**config.mk**
```make
export PLATFORM = sky130hd
export DESIGN_NAME = ca_gen_sequencer
export DESIGN_NICKNAME = d
export VERILOG_FILES = /design/src/rtl/ca_gen_sequencer.sv
export SDC_FILE = /design/constraint.sdc
export NUM_CORES = 1
export LEC_CHECK = 0
export BUFFER_PORTS_ARGS = -buffer_cell sky130_fd_sc_hd__buf_2
export CORE_ASPECT_RATIO = 0.5
export CORE_MARGIN = 2
export CORE_UTILIZATION = 49
export CTS_BUF_LIST = sky130_fd_sc_hd__clkbuf_8 sky130_fd_sc_hd__clkbuf_16
export DETAILED_ROUTE_END_ITERATION = 6
export PLACE_DENSITY = 0.76
export SLEW_MARGIN = 20
export SYNTH_ARGS = -nofsm -noshare
export SYNTH_HDL_FRONTEND = slang
export SYNTH_SLANG_ARGS = --single-unit
```
**constraint.sdc**
```tcl
create_clock -name clk -period 2 [get_ports clk]
set_clock_uncertainty 0.15 [all_clocks]
set_input_delay 0.1 -clock clk [delete_from_list [all_inputs] [get_ports clk]]
set_output_delay 0.1 -clock clk [all_outputs]
set_load 0.1 [all_outputs]
```
**src/rtl/ca_gen_sequencer.sv**
```systemverilog
// Generation sequencer for the 80-cell CA: paces generations to frame ticks, drives
// seed/feedback select, strobes and row addresses, and owns the rule register.
// Optional define CA_SCROLL_EN: rows wrap and the screen scrolls instead of halting.
module ca_gen_sequencer #(
    parameter int ROWS           = 60,
    parameter int ROW_W          = 7,
    parameter int INIT_RULE      = 30,
    parameter int FRAMES_PER_GEN = 4,
    parameter int CNT_W          = 16
) (
    input  logic             clk,
    input  logic             rst_n,
    input  logic             frame_tick,
    input  logic             rule_up,
    input  logic             rule_dn,
    input  logic             restart,
    output logic             seed_sel,
    output logic             gen_load,
    output logic             row_we,
    output logic [ROW_W-1:0] row_w,
    output logic [7:0]       rule,
    output logic [CNT_W-1:0] gen_count,
    output logic             done,
    output logic [ROW_W-1:0] scroll_base
);

    localparam int               FC_W     = (FRAMES_PER_GEN > 1) ? $clog2(FRAMES_PER_GEN) : 1;
    localparam logic [FC_W-1:0]  FC_LAST  = FC_W'(FRAMES_PER_GEN - 1);
    localparam logic [ROW_W-1:0] ROW_LAST = ROW_W'(ROWS - 1);
    localparam logic [7:0]       RULE_RST = 8'(INIT_RULE);

    typedef enum logic [2:0] {
        IDLE,
        SEED,
        WAIT,
        STEP,
        DONE
    } state_t;

    state_t           state_q, state_d;
    logic [FC_W-1:0]  fcnt_q, fcnt_d;
    logic [ROW_W-1:0] row_q, row_d;
    logic [7:0]       rule_q, rule_d;
    logic [CNT_W-1:0] gcnt_q, gcnt_d;
    logic             seed_sel_q, seed_sel_d;
    logic             gen_load_q, gen_load_d;
    logic             row_we_q, row_we_d;
    logic             done_q, done_d;
    logic             rule_chg;
    logic             reseed_req;
    logic [ROW_W-1:0] row_next;

`ifdef CA_SCROLL_EN
    logic             wrapped_q, wrapped_d;
    logic [ROW_W-1:0] sbase_q, sbase_d;
`endif

    // up and dn together cancel: neither the rule nor the sequence is disturbed
    assign rule_chg   = rule_up ^ rule_dn;
    assign reseed_req = rule_chg | restart;

    always_comb begin
        rule_d = rule_q;
        if (rule_up && !rule_dn) begin
            rule_d = rule_q + 8'd1;
        end else if (rule_dn && !rule_up) begin
            rule_d = rule_q - 8'd1;
        end
    end

    always_comb begin
        state_d = state_q;
        fcnt_d  = fcnt_q;
        unique case (state_q)
            IDLE: begin
                if (frame_tick) begin
                    state_d = SEED;
                    fcnt_d  = '0;
                end
            end
            SEED: state_d = WAIT;
            WAIT: begin
                if (frame_tick) begin
                    if (fcnt_q == FC_LAST) begin
                        state_d = STEP;
                        fcnt_d  = '0;
                    end else begin
                        fcnt_d = fcnt_q + FC_W'(1);
                    end
                end
            end
            STEP: begin
`ifdef CA_SCROLL_EN
                state_d = WAIT;
`else
                state_d = (row_q < ROW_LAST) ? WAIT : DONE;
`endif
            end
            DONE:    state_d = DONE;
            default: state_d = IDLE;
        endcase
        // a rule change or restart pre-empts everything, including a coincident tick
        if (reseed_req) begin
            state_d = IDLE;
        end
    end

    assign row_next = (row_q == ROW_LAST) ? '0 : row_q + ROW_W'(1);

    // outputs are decoded from the next state so that they are registered with it
    always_comb begin
        seed_sel_d = 1'b0;
        gen_load_d = 1'b0;
        row_we_d   = 1'b0;
        done_d     = 1'b0;
        row_d      = row_q;
        gcnt_d     = gcnt_q;
`ifdef CA_SCROLL_EN
        wrapped_d  = wrapped_q;
        sbase_d    = sbase_q;
`endif
        case (state_d)
            SEED: begin
                gen_load_d = 1'b1;
                row_we_d   = 1'b1;
                row_d      = '0;
                gcnt_d     = '0;
`ifdef CA_SCROLL_EN
                wrapped_d  = 1'b0;
                sbase_d    = '0;
`endif
            end
            WAIT: seed_sel_d = 1'b1;
            STEP: begin
                seed_sel_d = 1'b1;
                gen_load_d = 1'b1;
                row_we_d   = 1'b1;
                row_d      = row_next;
                gcnt_d     = (gcnt_q == '1) ? gcnt_q : gcnt_q + CNT_W'(1);
`ifdef CA_SCROLL_EN
                if (row_q == ROW_LAST) begin
                    wrapped_d = 1'b1;
                end
                // once wrapped, the row after the newest one is the oldest on screen
                if (wrapped_q || (row_q == ROW_LAST)) begin
                    sbase_d = (row_next == ROW_LAST) ? '0 : row_next + ROW_W'(1);
                end
`endif
            end
            DONE: begin
                seed_sel_d = 1'b1;
                done_d     = 1'b1;
            end
            default: begin
                seed_sel_d = 1'b0;
            end
        endcase
    end

    always_ff @(posedge clk or negedge rst_n) begin
        if (!rst_n) begin
            state_q    <= IDLE;
            fcnt_q     <= '0;
            row_q      <= '0;
            rule_q     <= RULE_RST;
            gcnt_q     <= '0;
            seed_sel_q <= 1'b0;
            gen_load_q <= 1'b0;
            row_we_q   <= 1'b0;
            done_q     <= 1'b0;
        end else begin
            state_q    <= state_d;
            fcnt_q     <= fcnt_d;
            row_q      <= row_d;
            rule_q     <= rule_d;
            gcnt_q     <= gcnt_d;
            seed_sel_q <= seed_sel_d;
            gen_load_q <= gen_load_d;
            row_we_q   <= row_we_d;
            done_q     <= done_d;
        end
    end

`ifdef CA_SCROLL_EN
    always_ff @(posedge clk or negedge rst_n) begin
        if (!rst_n) begin
            wrapped_q <= 1'b0;
            sbase_q   <= '0;
        end else begin
            wrapped_q <= wrapped_d;
            sbase_q   <= sbase_d;
        end
    end

    assign scroll_base = sbase_q;
`else
    assign scroll_base = '0;
`endif

    assign seed_sel  = seed_sel_q;
    assign gen_load  = gen_load_q;
    assign row_we    = row_we_q;
    assign row_w     = row_q;
    assign rule      = rule_q;
    assign gen_count = gcnt_q;
    assign done      = done_q;

endmodule

```
Yosys cells after proc, flatten, opt, wreduce, memory -nomap -nowiden:

Cells that the tools add are included.

* register bits after elaboration: 39
* input port bits: 6
* output and inout port bits: 42
* logic and storage cells: 61

* add/subtract/negate cells: 5
* $lt $le $gt $ge: 1
* equality and inequality tests: 14
* multiplexer cells: 19
* bitwise logic cells: 2
* reduce and logical (&&, ||, !) cells: 12

Operators by type and width (number)
* 16-bit case mux with 2 select lines: 1
* 16-bit by 1-bit adder with 16-bit output (second input constant): 1
* 16-bit == test (second input constant): 1
* 16-bit two-way mux: 1
* 8-bit two-way mux: 2
* 3-bit two-way mux: 5
* 3-bit case mux with 5 select lines: 1
* 7-bit case mux with 2 select lines: 1
* 3-bit by 2-bit == test with 1-bit output (second input constant): 4
* 8-bit by 1-bit adder with 8-bit output (second input constant): 1
* 8-bit by 1-bit subtractor with 8-bit output (second input constant): 1
* 7-bit by 1-bit adder with 7-bit output (second input constant): 1
* 7-bit by 6-bit == test with 1-bit output (second input constant): 1
* 7-bit by 6-bit less-than comparator with 1-bit output (second input constant): 1
* 7-bit two-way mux: 1
* 3-bit by 1-bit == test with 1-bit output (second input constant): 2
* 3-bit == test (second input constant): 2
* 2-bit two-way mux: 3
* 2-bit inequality test (second input constant): 3
* 2-bit nonzero test: 3
* 2-bit case mux with 2 select lines: 1
* 3-bit zero test: 1
* 1-bit two-way mux: 3
* 3-bit AND reduction: 1
* other kinds (9): 11

Depth between registers and ports, before layout:

* depth after elaboration: 8
* depth in mapped cells: 10
* mapped depth without buffers: 9

Worst setup path after synthesis:

OpenSTA, ideal clock, no wires.

* path kind: register -> register
* from: register gcnt_q[0] (netlist: gen_count[0])
* to: register gcnt_q[10] (netlist: gen_count[10])
* library setup time: 78 ps
* arrival: 2538 ps
* data required time: 1772 ps
* slack: -766 ps
* stages on the path, launching flop included: 7
* buffers on the path: 0
* clock period less this slack: 2766 ps
* cell sequence: dfrtp_1 ha_1 nand3_1 or3_1 o31ai_2 o21ai_0 a21oi_1

* word-level cells in the longest chain between the ends: 3
* elaborated cells between the ends (all ways): 6
* those cells by class: add/sub (1); eq/ne (2); mux (2); reduce/logical (1)

Ends and longest elaborated chain
* start, declared: RTL line 44 `logic [CNT_W-1:0] gcnt_q, gcnt_d;`
* start signal, assigned: RTL line 176 `gcnt_q <= gcnt_d;`
* 16-bit by 1-bit adder with 16-bit output / 16-bit == test (equally long branches): RTL line 139 `gcnt_d = (gcnt_q == '1) ? gcnt_q : gcnt_q + CNT_W'(1);`
* 16-bit two-way mux / 2-bit inequality test (equally long branches)
* 16-bit case mux with 2 select lines / 2-bit AND reduction (equally long branches)

Parallel ways exist; a longest one is shown, timed or not. The select of a mux whose other input is x is not followed.
A chain may end at the register's enable or synchronous reset.

Worst setup path after layout:

* from: register row_q[6] (netlist: row_w[6])
* to: register gcnt_q[9] (netlist: gen_count[9])

* word-level cells in the longest chain between the ends: 7
* elaborated cells between the ends (all ways): 10
* those cells by class: order compare (1); eq/ne (3); mux (4); reduce/logical (2)

Ends and longest elaborated chain
* start, declared: RTL line 42 `logic [ROW_W-1:0] row_q, row_d;`
* start signal, assigned: RTL line 174 `row_q <= row_d;`
* 7-bit by 6-bit less-than comparator with 1-bit output *: RTL line 96 `state_d = (row_q < ROW_LAST) ? WAIT : DONE;`
* 3-bit two-way mux *: RTL line 96
* 3-bit case mux with 5 select lines *: RTL line 74 `unique case (state_q)`
* 3-bit two-way mux *: RTL line 103 `if (reseed_req) begin`
* 3-bit by 2-bit == test with 1-bit output / 3-bit by 1-bit == test with 1-bit output (equally long branches): RTL line 122 `case (state_d)`
* 2-bit inequality test (no source line) / 2-bit nonzero test (equally long branches)
* 2-bit AND reduction (no source line)

Mark *: on every way between the ends. The rest lies on a longest branch, timed or not.

==> reports/qor.yml <==
slew_headroom_pct: 65.5
drtAntennaViolNets: 0
grt_start_max_net_pins: 17
required_ps: 2070
layout_setup_ws_ps: -53.4
synth_top_cell_by_area: "dfrtp_1"
pwr-share-comb_pct: 55.1
yosys.area.top_type_share_pct: 38.1
hold_viol_final: 0
final_layout_size_suffix_gt1_share_pct: 51.6
path_buf_inv: 0
synth_edf_count: 0
period_minus_slack_ps: 2050
overflow: 0
core-area_mm2: 0.00445
place_inst: 379
finalSetupViolCount: 4
crit_chain: "a31oi_4 -> o311ai_4 -> nor3_4 -> or4_1 -> a21oi_1"
yosysWarnings: 0
fmax_ghz: 0.487
p_seq_share_pct: 28.4
vias_per_cell: 5.63
crit_family: "compound AO/OA/AOI/OAI gates"
synth.avg_cell_area_um2: 9.02
switching_share_pct: 45.9
final_cell_area_mm2: 0.00334
antenna_cells: 0
fin_crit_sh_pct: 103
dieArea_mm2: 0.00529
synth.most_common_cell: "dfrtp_1"
dieHeight_um: 52.4
start_util_pct: 51.7
cts_root_buf: "clkbuf_8"
cts_tree: "built"
wl_per_cell_um: 15.2
rsz0062_at_grt: "yes"
ir_worst_vdd_mv: 0.862
rows: 17
numCtsBuffers: 5
h-tree-depth: 2
dpl-instance-area_mm2: 0.00298
insertion_delay_ps: 300
die_w_um: 101
drt_wl_total_mm: 6.10
drt-initial-drc-count: 99
grt_pass1_wl_mm: 9.81
drt_drc_violations_left: 0
ys_seq_area_share_pct: 42.7
ys.flop_type: "dfrtp_1"
drv_cap: 0
path_clk_slew_ps: 80
drv_slew: 0
p_switching_mw: 1.68
place_congestion: 0.920
crit_arrival_ps: 2130
powerDensity_mw_per_mm2: 1100
grt_pass1_vias: 2130
setup_tns_ps: -101
hpwlAfterDp_mm: 4.29
hold_path.class: "in2reg"
portBuffers: 40
cts_buffer_depth: 2
num_vias: 2264
antenna_found_initial: 0
syn_area_mm2: 0.00230
nNetsFinal: 361
whs_ps: 40.5
tightest_slew_ps: 516
max_stage_delay_ps: 530
start_kind: "flip-flop"
violations: "setup timing"
critical_path_class: "reg2reg"
dr.pass1.iters: 4
synthTopCellsByArea: "dfrtp_1, o21ai_0, ha_1"
grt_usage_pct: 24.5
synth_commonest_cells: "dfrtp_1, o21ai_0, nand2_1"
syn_inst: 255
ios: 48
synth.distinct_cells: 49
synth-seq-cells: 39
clock_sinks: 39
area.growth.synth_to_final_pct: 45.4
p_int_mw: 1.98
cpMaxStageDelayCell: "o311ai_4"
instances_no_fill: 402
endpoint_kind: "flip-flop"
p_leak_nw: 1.43
clockPowerShare_pct: 16.5
async_flop_share_pct: 100
crit_fanout: 6
status: "complete, but fails checks"
==> state kept, by name (all words and copies together) (netlist names) <==
signal     cells
done           1
fcnt_q         2
gen_count     16
row_w          7
row_we         1
rule           8
seed_sel       1
state_q        3
==> cells in the final DEF (no fill, tap or decap), drive strengths merged, types with 2 or more instances in the layout <==
master	instances
a211oi	2
o31ai	6
a31oi	2
nand2	28
nor4	3
dfrtp	35
nand2b	3
and3	3
or2	2
nand3	14
nand4	4
nor3	9
nor2b	4
a21oi	18
nor3b	4
buf	88
or4	4
o21ai	28
or3	11
xor2	2
clkbuf	7
nor2	13
o211ai	3
dfstp	4
inv	9
ha	10
xnor2	4
conb	7
a21o	2
o22ai	4
==> final cells by class <==
type | count | area [um^2]
sequential | 39 | 1070
multi-input combinational | 199 | 1480
inverter | 10 | 37.5
fill | 343 | 1100
clock buffer | 7 | 96.3
tap | 57 | 71.3
clock inverter | 1 | 7.51
timing repair buffer | 89 | 578
==> per-stage QoR <==
step / power, mW / setup slack [ps] / utilization, %
after global routing: 3.86 / -101 / 75.2
after CTS: 3.54 / -14.5 / 71.3
after global placement: 2.81 / -8.02 / 66.9
after floorplan: 2.46 / -200 / -
after detailed placement: 2.87 / -74.7 / 66.9
final: 3.66 / -53.4 / 75.2
==> cells by family (layout without fill, tap and decap cells) <==
| group | Yosys count | in the layout | synth area share (%) |
|---|---|---|---|
| simple gates | 103 | 103 | 23.4 |
| compound gates | 70 | 71 | 19.3 |
| flops | 39 | 39 | 42.7 |
| buf+inv | 24 | 107 | 5.39 |
| fa+ha+maj | 11 | 11 | 6.31 |
| xor+xnor | 6 | 6 | 2.29 |
| other cells | 1 | 7 | 0.163 |
| mux | 1 | 1 | 0.490 |
==> final timing paths <==
path	end	cells past startpoint	slack, ps	from
min	fcnt_q[1]	4	40	frame_tick
max reg2reg	gen_count[9]	5	-50	row_w[6]
min reg2reg	rule[7]	1	320	rule[7]
max in group asynchronous	rule[4]	3	1010	rst_n
max	gen_count[9]	5	-50	row_w[6]
min in group asynchronous	row_w[4]	2	100	rst_n
==> worst register-to-register path: cells and delay by family, from the launching register on <==
kind             cells  cell delay [ps]
AO/OA/AOI/OAI        3              730
flip-flops           1              480
AND/OR/NAND/NOR      2              620
==> layer usage <==
layer	part of all wire [%]	GRT usage (%)	vias to the layer above	routed length (um)
li1	-	-	1093	-
met1	46	31.5	1101	2780
met2	49	42.1	60	3000
met3	3.6	4.40	10	220
met4	1.6	8.90	0	95
met5	0	0	-	0
==> power by group through the flow <==
stage / Clock [mW] / Combinational, mW / Sequential, mW
finish: 0.604 / 2.02 / 1.04
global route: 0.639 / 2.17 / 1.05
CTS: 0.614 / 1.89 / 1.04
detailed placement: 0 / 1.81 / 1.06
global placement: 0 / 1.76 / 1.05
floorplan: 0 / 0.756 / 1.70
==> what timing repair did <==
| item | in CTS | in global routing |
|---|---|---|
| pin swaps | 7 | 15 |
| buffers inserted | 7 | 6 |
| hold buffers | 1 | 0 |
| cloned | 1 | 0 |
| setup endpoints to repair | 9 | 20 |
| resized for setup | 3 | 35 |
| endpoints found under the hold margin | 38 | 0 |
Note: power is estimated with default switching activity, not from simulation.
